$ cat src/rtl/sevenseg_595_driver.sv
// sevenseg_595_driver
//   Takes a 32-bit word over a valid/ready handshake and encodes it as eight
//   hex digits for 7-segment display. The resulting 64-bit segment frame is
//   shifted into a chain of eight 74HC595 registers, digit 7 first and MSB
//   (decimal point) first. The storage latch is then pulsed.
//
// Parameters
//   CLK_DIV        clk_i cycles per SRCLK half-period (>= 1)
//   SEG_ACTIVE_LOW 1 inverts every frame bit (common-anode displays)
//
// Ports
//   clk_i, rst_ni          clock, asynchronous active-low reset
//   data_i[31:0], dp_i[7:0] digit k = data_i[4k+3:4k], decimal point dp_i[k]
//   valid_i / ready_o      input handshake; ready_o high only in IDLE
//   blank_i                1 disables the display outputs (OE)
//   sr_ser_o, sr_srclk_o, sr_rclk_o, sr_oe_n_o  74HC595 chain controls
//   busy_o                 frame in progress
//   done_o                 one-cycle pulse when the latch sequence completes
module sevenseg_595_driver #(
  parameter int unsigned CLK_DIV        = 4,
  parameter int unsigned SEG_ACTIVE_LOW = 0
) (
  input  logic        clk_i,
  input  logic        rst_ni,
  input  logic [31:0] data_i,
  input  logic [7:0]  dp_i,
  input  logic        valid_i,
  output logic        ready_o,
  input  logic        blank_i,
  output logic        sr_ser_o,
  output logic        sr_srclk_o,
  output logic        sr_rclk_o,
  output logic        sr_oe_n_o,
  output logic        busy_o,
  output logic        done_o
);

  if (CLK_DIV == 0) begin : g_bad_clk_div
    $error("sevenseg_595_driver: CLK_DIV must be >= 1");
  end

  localparam int unsigned    DW       = $clog2(CLK_DIV + 1);
  localparam logic [DW-1:0]  DIV_LAST = DW'(CLK_DIV - 1);
  localparam logic [7:0]     POL      = (SEG_ACTIVE_LOW != 0) ? 8'hFF : 8'h00;

  typedef enum logic [2:0] {
    S_IDLE,
    S_LOAD,
    S_SHIFT_LO,
    S_SHIFT_HI,
    S_LATCH_HI,
    S_LATCH_LO,
    S_DONE
  } state_t;

  state_t        r_state;
  logic [DW-1:0] r_div;
  logic [6:0]    r_bitcnt;
  logic [31:0]   r_data;
  logic [7:0]    r_dp;
  // Holds the bits still to be sent after the one currently on r_ser.
  logic [63:0]   r_frame;
  logic          r_ser;
  logic          r_srclk;
  logic          r_rclk;
  logic          r_oe_n;
  logic          r_latched;
  logic          r_done;

  logic          w_div_end;
  logic          w_latch_end;
  logic [63:0]   w_frame;

  function automatic logic [6:0] f_seg(input logic [3:0] nib);
    logic [6:0] s;
    case (nib)
      4'h0: s = 7'h3F;
      4'h1: s = 7'h06;
      4'h2: s = 7'h5B;
      4'h3: s = 7'h4F;
      4'h4: s = 7'h66;
      4'h5: s = 7'h6D;
      4'h6: s = 7'h7D;
      4'h7: s = 7'h07;
      4'h8: s = 7'h7F;
      4'h9: s = 7'h6F;
      4'hA: s = 7'h77;
      4'hB: s = 7'h7C;
      4'hC: s = 7'h39;
      4'hD: s = 7'h5E;
      4'hE: s = 7'h79;
      default: s = 7'h71;
    endcase
    return s;
  endfunction

  // Digit k occupies frame bits [8k+7:8k], so digit 7 / dp leads the stream.
  always_comb begin
    w_frame = '0;
    for (int unsigned k = 0; k < 8; k++) begin
      w_frame[8*k +: 8] = {r_dp[k], f_seg(r_data[4*k +: 4])} ^ POL;
    end
  end

  assign w_div_end   = (r_div == DIV_LAST);
  assign w_latch_end = (r_state == S_LATCH_HI) && w_div_end;

  always_ff @(posedge clk_i or negedge rst_ni) begin
    if (!rst_ni) begin
      r_state   <= S_IDLE;
      r_div     <= '0;
      r_bitcnt  <= '0;
      r_data    <= '0;
      r_dp      <= '0;
      r_frame   <= '0;
      r_ser     <= 1'b0;
      r_srclk   <= 1'b0;
      r_rclk    <= 1'b0;
      r_oe_n    <= 1'b1;
      r_latched <= 1'b0;
      r_done    <= 1'b0;
    end else begin
      // OE is released on the same edge that ends the first latch high phase.
      r_oe_n <= (r_latched || w_latch_end) ? blank_i : 1'b1;
      if (w_latch_end) begin
        r_latched <= 1'b1;
      end

      case (r_state)
        S_IDLE: begin
          if (valid_i) begin
            r_data  <= data_i;
            r_dp    <= dp_i;
            r_state <= S_LOAD;
          end
        end
        S_LOAD: begin
          r_ser    <= w_frame[63];
          r_frame  <= {w_frame[62:0], 1'b0};
          r_bitcnt <= '0;
          r_div    <= '0;
          r_state  <= S_SHIFT_LO;
        end
        S_SHIFT_LO: begin
          if (w_div_end) begin
            r_div   <= '0;
            r_srclk <= 1'b1;
            r_state <= S_SHIFT_HI;
          end else begin
            r_div <= r_div + DW'(1);
          end
        end
        S_SHIFT_HI: begin
          if (w_div_end) begin
            r_div    <= '0;
            r_srclk  <= 1'b0;
            r_bitcnt <= r_bitcnt + 7'd1;
            if (r_bitcnt == 7'd63) begin
              r_rclk  <= 1'b1;
              r_state <= S_LATCH_HI;
            end else begin
              r_ser   <= r_frame[63];
              r_frame <= {r_frame[62:0], 1'b0};
              r_state <= S_SHIFT_LO;
            end
          end else begin
            r_div <= r_div + DW'(1);
          end
        end
        S_LATCH_HI: begin
          if (w_div_end) begin
            r_div   <= '0;
            r_rclk  <= 1'b0;
            r_state <= S_LATCH_LO;
          end else begin
            r_div <= r_div + DW'(1);
          end
        end
        S_LATCH_LO: begin
          if (w_div_end) begin
            r_div   <= '0;
            r_done  <= 1'b1;
            r_ser   <= 1'b0;
            r_state <= S_DONE;
          end else begin
            r_div <= r_div + DW'(1);
          end
        end
        S_DONE: begin
          r_done  <= 1'b0;
          r_state <= S_IDLE;
        end
        default: r_state <= S_IDLE;
      endcase
    end
  end

  assign ready_o    = (r_state == S_IDLE);
  assign busy_o     = (r_state != S_IDLE);
  assign sr_ser_o   = r_ser;
  assign sr_srclk_o = r_srclk;
  assign sr_rclk_o  = r_rclk;
  assign sr_oe_n_o  = r_oe_n;
  assign done_o     = r_done;

endmodule

$ cat config.mk
export PLATFORM = sky130hd
export DESIGN_NAME = sevenseg_595_driver
export DESIGN_NICKNAME = d
export VERILOG_FILES = /design/src/rtl/sevenseg_595_driver.sv
export SDC_FILE = /design/constraint.sdc
export NUM_CORES = 1
export LEC_CHECK = 0
export BUFFER_PORTS_ARGS = -buffer_cell sky130_fd_sc_hd__buf_2
export CORE_MARGIN = 2
export CORE_UTILIZATION = 65
export CTS_CLUSTER_DIAMETER = 60
export CTS_CLUSTER_SIZE = 16
export DETAILED_ROUTE_END_ITERATION = 12
export HOLD_SLACK_MARGIN = 0.12
export PLACE_DENSITY_LB_ADDON = 0.15
export SYNTH_ARGS = -nofsm -noshare
export SYNTH_HDL_FRONTEND = slang
export SYNTH_SLANG_ARGS = --single-unit
$ cat constraint.sdc
create_clock -name clk_i -period 3.1 [get_ports clk_i]
set_input_delay 0.775 -clock clk_i [delete_from_list [all_inputs] [get_ports clk_i]]
set_output_delay 0.775 -clock clk_i [all_outputs]
set_load 0.03 [all_outputs]
==> key figures, run 1 <==
Run status
  – Status: complete, no violations

Synth
  – Share of the synthesized area in the top cell type: 40.35%
  – Synth Area per Inst: 9.719 sq um
  – Synth top area cells: dfrtp_1, ha_1, mux2_2
  – Syn nets: 872
  – Yosys cell types: 56
  – Async SR Flop Fraction: 100.0%
  – Cell taking the most area after synthesis: dfrtp_1
  – Sequential element share of the synthesized area: 40.70%
  – FF+latch count, synth: 122
  – Netlist Area Pre-Place: 7503 sq um
  – YS warnings: 0
  – Post-synth EDFFs: 0
  – Cells after Synth: 772
  – Post-synth top flop: dfrtp_1

Worst setup path
  – Crit path arrival time: 2.87 ns
  – Crit path largest cell delay: 0.80 ns
  – Critical setup path kind: flip-flop to flip-flop
  – Max FO, Critical Path: 71
  – CP Cell Sequence: ha_1, nor2b_1, o221a_4, buf_4, o211ai_1, o21a_1
  – Reg2reg setup slack: 0.53 ns
  – Critical path required time: 3.41 ns
  – Crit path from: r_div[0]
  – Slowest CP cell: o221a_4
  – Element type at the critical path end: flip-flop
  – Reg-to-reg startpoint: r_div[0]
  – Crit start category: flip-flop

Final layout
  – Final core utilization: 73.41%
  – Layout overhead on the synthesized area: 10.76%
  – Antenna diode count: 0
  – Layout Nets: 892
  – Most frequent cells in the layout: dfrtp_1, nor2_1, nand2_1
  – Layout cells sized above 1: 23.38%
  – Most common cell after layout, fill and taps aside: dfrtp_1
  – Fill cells: 798

STA
  – Final period util: 82.79%
  – Worst-Margin Slew: 0.8962 ns
  – Setup TNS: 0 ns
  – Unrepaired setup endpoints after global routing: false
  – Clock Skew: 0.008404 ns
  – Final hold slack: 0.3287 ns
  – Count of final hold-check violations: 0
  – Maximum clock rate: 389.6 MHz
  – Relative slew slack: 40.25%
  – Setup violations, final: 0
  – Shortest period the worst path allows: 2.566 ns
  – Final count of pins violating max slew: 0

Min path
  – Hold Crit Class: input port to asynchronous set/reset pin

GRT
  – GR Util All Layers: 25.68%
  – Via count of the first global-routing pass: 5621
  – Antenna violations before repair: 0
  – Largest net degree at the start of global routing: 99
  – First-pass GRT wire length: 26.03 mm
  – Overflow after GRT: 0

Clock tree
  – Postcts setup bufs: 0
  – Cts repair resizes: 0
  – CTS Buf Count: 17
  – H-tree depth: 4
  – Hold_buf cts: 0
  – CTS Root Buffer Type: clkbuf_16
  – TritonCTS clock tree: built
  – CTS Sinks: 122
  – Max clock buf depth: 2
  – Clock-pin slew on the worst setup and hold paths: 0.05 ns
  – Worst-Skew Late Latency: 0.42 ns

Detailed routing
  – Final WL: 14.92 mm
  – Remaining DRCs: 0
  – Final ANT Viol Nets: 0
  – Routed length per instance: 15.76 microns
  – Via density: 6.017
  – 1st-iter DRT viols: 413
  – Total number of vias: 5698
  – Pre-antenna DRT Iters: 5

Floorplanning
  – Die Y: 111.4 microns
  – Core area: 11320 sq um
  – Rows: 39
  – Initial Util: 66.28%
  – Num ports: 51
  – DIE AREA: 12420 sq um
  – Die W: 111.4 microns

Place
  – Final HPWL DP: 9.734 mm
  – IO Port Bufs: 50
  – Routability Congestion: 0.8444

Power
  – Peak VDD IR: 0.0007307 V
  – PwrDens: 1167 nW/um^2
  – Static Leak: 3.625 nW
  – Power Total: 9.700 mW

Flow run
  – Max cap viols: 0
state kept, by name, indices dropped and copies added (netlist names):
signal and flops:
r_frame 63, r_data 32, r_dp 8, r_bitcnt 7, r_div 3, r_state 3
done_o 1, r_latched 1, sr_oe_n_o 1, sr_rclk_o 1, sr_ser_o 1, sr_srclk_o 1
worst paths after layout:
kind | end | cells past startpoint
min in group clk_i | r_frame[4] | 1
setup / recovery | r_frame[4] | 6
setup reg to reg | r_frame[4] | 6
max in group asynchronous | r_frame[56] | 2
hold reg to reg | r_frame[4] | 1
hold / removal | r_data[15] | 1
through the flow:
stage / std cells / area [sq um] / setup WS (ns)
2_1_floorplan: 772 / 7503 / 1.038
3_3_place_gp: 916 / 7730 / 0.6221
3_5_place_dp: 916 / 7730 / 0.5844
4_1_cts: 947 / 8310 / 0.5528
5_1_grt: 947 / 8310 / 0.3455
6_report: 947 / 8310 / 0.5336
critical path: cells and delay by family (launching register included):
family / cells / cell delay [ns]
AOI/OAI and AO/OA: 3 / 1.08
adders and majority gates: 1 / 0.25
buffers and inverters: 1 / 0.47
DFF: 1 / 0.41
and+or+nand+nor: 1 / 0.22
power breakdown:
| part | switching (mW) | internal (mW) | total (mW) |
|---|---|---|---|
| sequential | 0.789 | 2.34 | 3.13 |
| combinational | 2.57 | 2.05 | 4.62 |
| clock | 0.690 | 1.26 | 1.95 |
| total | 4.05 | 5.65 | 9.70 |
cells by family after synthesis:
kind of cell               Yosys count  synth area share, %
buffers and inverters              101                6.486
DFF                                122                40.70
xor gates and xnor gates             1               0.1167
AOI/OAI and AO/OA                  217                20.51
and+or+nand+nor                    220                13.49
muxes                               55                9.355
adders and majority gates           56                9.338
synth_stat cells (4+ instances only):
cell type	count
nand3_1	4
buf_4	6
a21oi_1	34
o21ai_1	11
dfrtp_1	121
mux2i_1	6
and2_1	7
o21ai_0	38
nor2b_1	29
ha_1	56
a22oi_1	14
mux2_2	41
nor3_1	13
clkbuf_1	25
a31oi_2	10
inv_1	41
mux4_2	8
o311ai_0	4
nor2_1	76
a221oi_1	11
nand4_1	5
o22ai_1	6
buf_2	19
a21oi_2	30
a31oi_1	17
nand2b_1	9
a221o_1	8
a211oi_1	14
nand2_1	66
buf_6	8
o211ai_1	4
final cells by class:
class                           count  area [sq um]  area share [%]
Tap cell                          143         178.9           2.153
Multi-Input combinational cell    549          3974           47.82
Clock buffer                       23         488.0           5.872
Clock inverter                      8         92.59           1.114
Inverter                           42         157.7           1.897
Sequential cell                   122          3054           36.75
Timing Repair Buffer               60         365.4           4.396
routing by layer:
metal / vias to the layer above / GRT usage (%) / share of wire [%]
met5: - / 0 / 0
met4: 0 / 9.794 / 1.6
met3: 22 / 6.315 / 4.0
met2: 118 / 42.40 / 50
met1: 2797 / 33.03 / 45
li1: 2761 / - / -
Note: power is estimated with default switching activity, not from simulation.
==> run 2, diff against run 1 <==
--- a/config.mk
+++ b/config.mk
@@ -7,7 +7,7 @@
 export LEC_CHECK = 0
 export BUFFER_PORTS_ARGS = -buffer_cell sky130_fd_sc_hd__buf_2
 export CORE_MARGIN = 2
-export CORE_UTILIZATION = 65
+export CORE_UTILIZATION = 61
 export CTS_CLUSTER_DIAMETER = 60
 export CTS_CLUSTER_SIZE = 16
 export DETAILED_ROUTE_END_ITERATION = 12
==> constraint.sdc (replaced) <==
create_clock -name clk_i -period 2.5 [get_ports clk_i]
set_input_delay 0.625 -clock clk_i [delete_from_list [all_inputs] [get_ports clk_i]]
set_output_delay 0.625 -clock clk_i [all_outputs]
set_load 0.03 [all_outputs]
==> run 2 against run 1 <==
Net effect: via count fell by 2.0%; clock skew is 0.0049 ns lower; critical path depth shrank 3; sequential share of layout area about the same; clock power is 19% higher.
==> key figures, run 2 (synthesis results as in run 1) <==
Clock tree
  – Worst-Skew Late Latency: 0.41 ns
  – Clock-pin slew on the worst setup and hold paths: 0.05 ns
  – H-tree depth: 4
  – Cts repair resizes: 0
  – Max clock buf depth: 2
  – Hold_buf cts: 0
  – CTS Buf Count: 17
  – CTS Root Buffer Type: clkbuf_16
  – TritonCTS clock tree: built
  – CTS Sinks: 122
  – Postcts setup bufs: 0

STA
  – Final period util: 85.19%
  – Worst-Margin Slew: 0.6316 ns
  – Setup TNS: 0 ns
  – Unrepaired setup endpoints after global routing: false
  – Count of final hold-check violations: 0
  – Setup violations, final: 0
  – Clock Skew: 0.003506 ns
  – Final count of pins violating max slew: 0
  – Relative slew slack: 57.89%
  – Shortest period the worst path allows: 2.130 ns
  – Final hold slack: 0.2846 ns
  – Maximum clock rate: 469.5 MHz
  – Final setup margin: 0.3703 ns

GRT
  – First-pass GRT wire length: 25.12 mm
  – Met1 usage: 30.05%
  – GR Util All Layers: 23.57%
  – Largest net degree at the start of global routing: 123
  – Overflow after GRT: 0
  – Met2 GRT Util: 40.12%
  – Via count of the first global-routing pass: 5575
  – GR peak layer: met2
  – Antenna violations before repair: 0
  – Grt met3 use: 5.693%

Final layout
  – Antenna diode count: 0
  – Layout cells sized above 1: 23.35%
  – Regs by FF count: r_frame x63, r_data x32, r_dp x8
  – Layout Nets: 893
  – Max reg flops: 63
  – Layout overhead on the synthesized area: 10.84%
  – Most frequent cells in the layout: dfrtp_1, nor2_1, nand2_1
  – Final core utilization: 69.24%
  – Design Area, Final: 8317 sq um
  – Fill cells: 930
  – Most common cell after layout, fill and taps aside: dfrtp_1
  – Top reg by flops: r_frame
  – Post-Layout Cell Count: 952

Run status
  – Status: complete, no violations

Place
  – Placed Instances: 921
  – IO Port Bufs: 50
  – Place WS: 0.5227 ns
  – Routability Congestion: 0.8437
  – Placed cell areas: 7755 sq um
  – Final HPWL DP: 9.619 mm

Worst setup path
  – CP Cell Sequence: nor3_2, inv_1, buf_2
  – Reg-to-reg startpoint: r_state[0]
  – Critical path required time: 1.88 ns
  – Reg2reg setup slack: 0.50 ns
  – Crit start category: flip-flop
  – Crit path largest cell delay: 0.53 ns
  – Max FO, Critical Path: 14
  – FF-to-FF path depth: 4
  – Element type at the critical path end: primary output
  – Crit path arrival time: 1.50 ns
  – Slowest CP cell: dfrtp_1
  – Reg2Reg Capture Point: r_dp[5]
  – Critical setup path kind: flip-flop to primary output

Detailed routing
  – Final WL: 14.50 mm
  – 1st-iter DRT viols: 358
  – Pre-antenna DRT Iters: 5
  – Via density: 5.864
  – Routed length per instance: 15.23 microns
  – Final ANT Viol Nets: 0
  – Remaining DRCs: 0
  – Total number of vias: 5583

Floorplanning
  – Initial Util: 62.47%
  – Rows: 40
  – Die W: 114.9 microns
  – Core area: 12010 sq um
  – Die Y: 114.9 microns
  – Num ports: 51
  – DIE AREA: 13200 sq um

Power
  – Static Leak: 3.624 nW
  – Power Total: 11.93 mW
  – PwrDens: 1435 nW/um^2
  – Peak VDD IR: 0.0007308 V

Flow run
  – Max cap viols: 0

Min path
  – Hold Crit Class: input port to asynchronous set/reset pin
-- run 2: worst max-delay path by stage --
stage,startpoint,end,slack (ns)
after floorplan,r_state[2],r_data[3],0.57
after global placement,r_state[0],r_dp[5],0.58
after detailed placement,r_state[0],r_data[7],0.52
after CTS,r_state[0],busy_o,0.39
after global routing,r_state[0],busy_o,0.29
final,r_state[0],busy_o,0.37
-- run 2: where the power goes --
group	switching (mW)	internal [mW]	leakage [nW]
Clock	0.834	1.50	0.279
Combinational	3.13	2.57	1.95
Sequential	0.996	2.91	1.40
-- run 2: metal layers --
layer,share of wire (%),up-vias
li1,-,2753
met1,45,2725
met2,51,88
met3,3.2,17
met4,1.1,0
met5,0,-
-- run 2: final cells by class --
| class | instances | area, sq um | share of cell area (%) |
|---|---|---|---|
| clock buffer | 22 | 464.2 | 5.581 |
| clock inverter | 9 | 97.59 | 1.173 |
| inverter | 42 | 157.7 | 1.896 |
| multi-input combinational | 549 | 3974 | 47.78 |
| sequential | 122 | 3054 | 36.72 |
| tap | 147 | 183.9 | 2.212 |
| timing repair buffer | 61 | 385.4 | 4.634 |
-- run 2: worst max-delay path, delay by kind of cell (launching register included) --
kind / cells / cell delay (ns)
flops: 1 / 0.53
simple gates: 1 / 0.29
buf+inv: 2 / 0.27
==> run 3, diff against run 2 <==
--- a/config.mk
+++ b/config.mk
@@ -7,12 +7,14 @@
 export LEC_CHECK = 0
 export BUFFER_PORTS_ARGS = -buffer_cell sky130_fd_sc_hd__buf_2
 export CORE_MARGIN = 2
-export CORE_UTILIZATION = 61
+export CORE_UTILIZATION = 44
 export CTS_CLUSTER_DIAMETER = 60
 export CTS_CLUSTER_SIZE = 16
 export DETAILED_ROUTE_END_ITERATION = 12
 export HOLD_SLACK_MARGIN = 0.12
+export MAX_ROUTING_LAYER = met4
 export PLACE_DENSITY_LB_ADDON = 0.15
+export REMOVE_ABC_BUFFERS = 1
 export SYNTH_ARGS = -nofsm -noshare
 export SYNTH_HDL_FRONTEND = slang
 export SYNTH_SLANG_ARGS = --single-unit
==> run 3 against run 2 <==
Net effect: wire length rose by 2.4%; register-to-register slack got worse by 0.18 ns; final cell count rose by 7.8%; final area rose by 0.95%; global-route usage fell by 5.1 points; sequential share of layout area fell by 0.34 points; via count fell by 1.8%; die area rose by 37%; first-iteration DRC count fell by 12%; critical path depth rose by 3; sequential cell count did not move; worst hold slack got worse by 0.11 ns.
==> key figures, run 3 (synthesis results as in run 1) <==
Power
  – Peak VDD IR: 0.0006069 V
  – PwrDens: 1403 nW/um^2
  – Static Leak: 3.613 nW
  – Clock share of power: 18.6%
  – Switching Fraction: 41.96%
  – Gate power share: 48.5%
  – Total net switching power: 4.940 mW
  – Pint: 6.834 mW
  – Sequential Power Share: 33.0%

Clock tree
  – Cts repair resizes: 0
  – CTS Buf Count: 17
  – Max clock buf depth: 2
  – TritonCTS clock tree: built
  – Postcts setup bufs: 0
  – Clock-pin slew on the worst setup and hold paths: 0.05 ns
  – CTS Sinks: 122
  – Hold_buf cts: 0
  – CTS Root Buffer Type: clkbuf_16
  – H-tree depth: 4
  – Worst-Skew Late Latency: 0.42 ns

Place
  – Routability Congestion: 0.8318
  – IO Port Bufs: 50
  – Final HPWL DP: 10.10 mm
  – Placed Instances: 996

Floorplanning
  – Initial Util: 45.09%
  – Core area: 16640 sq um
  – Die Y: 134.6 microns
  – Num ports: 51
  – Die W: 134.6 microns
  – DIE AREA: 18110 sq um
  – Rows: 47

Final layout
  – Regs by FF count: r_frame x63, r_data x32, r_dp x8
  – Most common cell after layout, fill and taps aside: dfrtp_1
  – Final core utilization: 50.45%
  – Antenna diode count: 0
  – Top reg by flops: r_frame
  – Layout Nets: 895
  – Post-Layout Cell Count: 1026
  – Layout overhead on the synthesized area: 11.89%
  – Most frequent cells in the layout: dfrtp_1, nor2_1, nand2_1
  – Layout cells sized above 1: 23.57%
  – Max reg flops: 63

GRT
  – Grt met3 use: 4.392%
  – First-pass GRT wire length: 26.38 mm
  – Antenna violations before repair: 0
  – GR peak layer: met2
  – Overflow after GRT: 0
  – Via count of the first global-routing pass: 5473
  – Largest net degree at the start of global routing: 68
  – Met2 GRT Util: 28.97%
  – Met1 usage: 23.61%
  – GR Util All Layers: 18.49%

Worst setup path
  – Crit start category: flip-flop
  – Critical setup path kind: flip-flop to flip-flop
  – Slowest CP cell: o221a_4
  – CP Cell Sequence: ha_1, nor2b_1, o221a_4, buf_4, o211ai_1, o21a_1
  – Crit path arrival time: 2.48 ns
  – Element type at the critical path end: flip-flop
  – Crit path largest cell delay: 0.45 ns
  – Critical path required time: 2.81 ns
  – Max FO, Critical Path: 37

Detailed routing
  – Total number of vias: 5484
  – Pre-antenna DRT Iters: 4
  – Remaining DRCs: 0
  – Via density: 5.345
  – Final WL: 14.85 mm
  – Final ANT Viol Nets: 0
  – Routed length per instance: 14.47 microns
  – 1st-iter DRT viols: 316

STA
  – Setup violations, final: 0
  – Clock Skew: 0.005617 ns
  – Maximum clock rate: 459.7 MHz
  – Final count of pins violating max slew: 0
  – Worst-Margin Slew: 0.6289 ns
  – Final period util: 87.02%
  – Count of final hold-check violations: 0
  – Shortest period the worst path allows: 2.176 ns
  – Relative slew slack: 58.07%
  – Unrepaired setup endpoints after global routing: false

Run status
  – Status: complete, no violations

Flow run
  – Max cap viols: 0

Min path
  – Hold Crit Class: input port to asynchronous set/reset pin
-- run 3: changes by cell type in the layout (fill, tap and decap cells not counted) --
cell        before  now
clkinvlp_4       1    3
clkinv_2         6    5
clkbuf_8         2    3
buf_12           4    5
bufinv_16        2    0
clkbuf_1         3    2
buf_4            8    9
-- run 3: final cells by class --
cell class | instances | area [sq um]
fill | 1549 | 8247
multi-input combinational | 549 | 3974
sequential | 122 | 3054
clock buffer | 22 | 474.2
timing repair buffer | 63 | 412.9
tap | 220 | 275.3
inverter | 42 | 157.7
clock inverter | 8 | 47.55
-- run 3: worst paths after layout --
| path | from | to | slack, ns | cells after the start |
|---|---|---|---|---|
| worst min register to register | r_latched | r_latched | 0.49 | 1 |
| worst max register to register | r_div[0] | r_frame[12] | 0.32 | 6 |
| worst max-delay path | r_div[0] | r_frame[12] | 0.32 | 6 |
| min in group clk_i | data_i[13] | r_data[13] | 0.41 | 3 |
| max in group asynchronous | rst_ni | r_frame[4] | 1.58 | 2 |
| worst min-delay path | rst_ni | r_data[31] | 0.17 | 1 |
-- run 3: power groups by stage --
stage	Sequential [mW]	Combinational, mW	Clock, mW
after floorplan	3.70	4.55	0
after global placement	3.85	5.57	0
after detailed placement	3.91	5.73	0
after CTS	3.88	5.76	2.26
after global routing	4.06	6.48	2.36
final	3.88	5.71	2.19
-- run 3: through the flow --
step | hold slack (ns) | cell area, sq um | setup TNS (ns) | power [mW] | setup slack [ns]
floorplan | 0.3294 | 7174 | -140.19 | 8.255 | -2.308
global placement | 0.4702 | 7874 | 0 | 9.420 | 0.4024
detailed placement | 0.4826 | 7874 | 0 | 9.636 | 0.3351
CTS | 0.1775 | 8396 | 0 | 11.91 | 0.3128
global route | 0.1986 | 8396 | 0 | 12.90 | 0.1765
finish | 0.1735 | 8396 | 0 | 11.77 | 0.3244
-- run 3: worst max-delay path, delay by kind of cell (launching register included) --
kind / cells / cell delay (ns)
adder cells (fa/ha/maj): 1 / 0.25
AO/OA/AOI/OAI: 3 / 0.74
buffers and inverters: 1 / 0.43
flip-flops: 1 / 0.40
AND/OR/NAND/NOR: 1 / 0.24
-- run 3: layer usage --
metal,wire length (microns),vias up
li1,-,2769
met1,7151,2614
met2,7039,88
met3,488,13
met4,166,0
met5,0,-
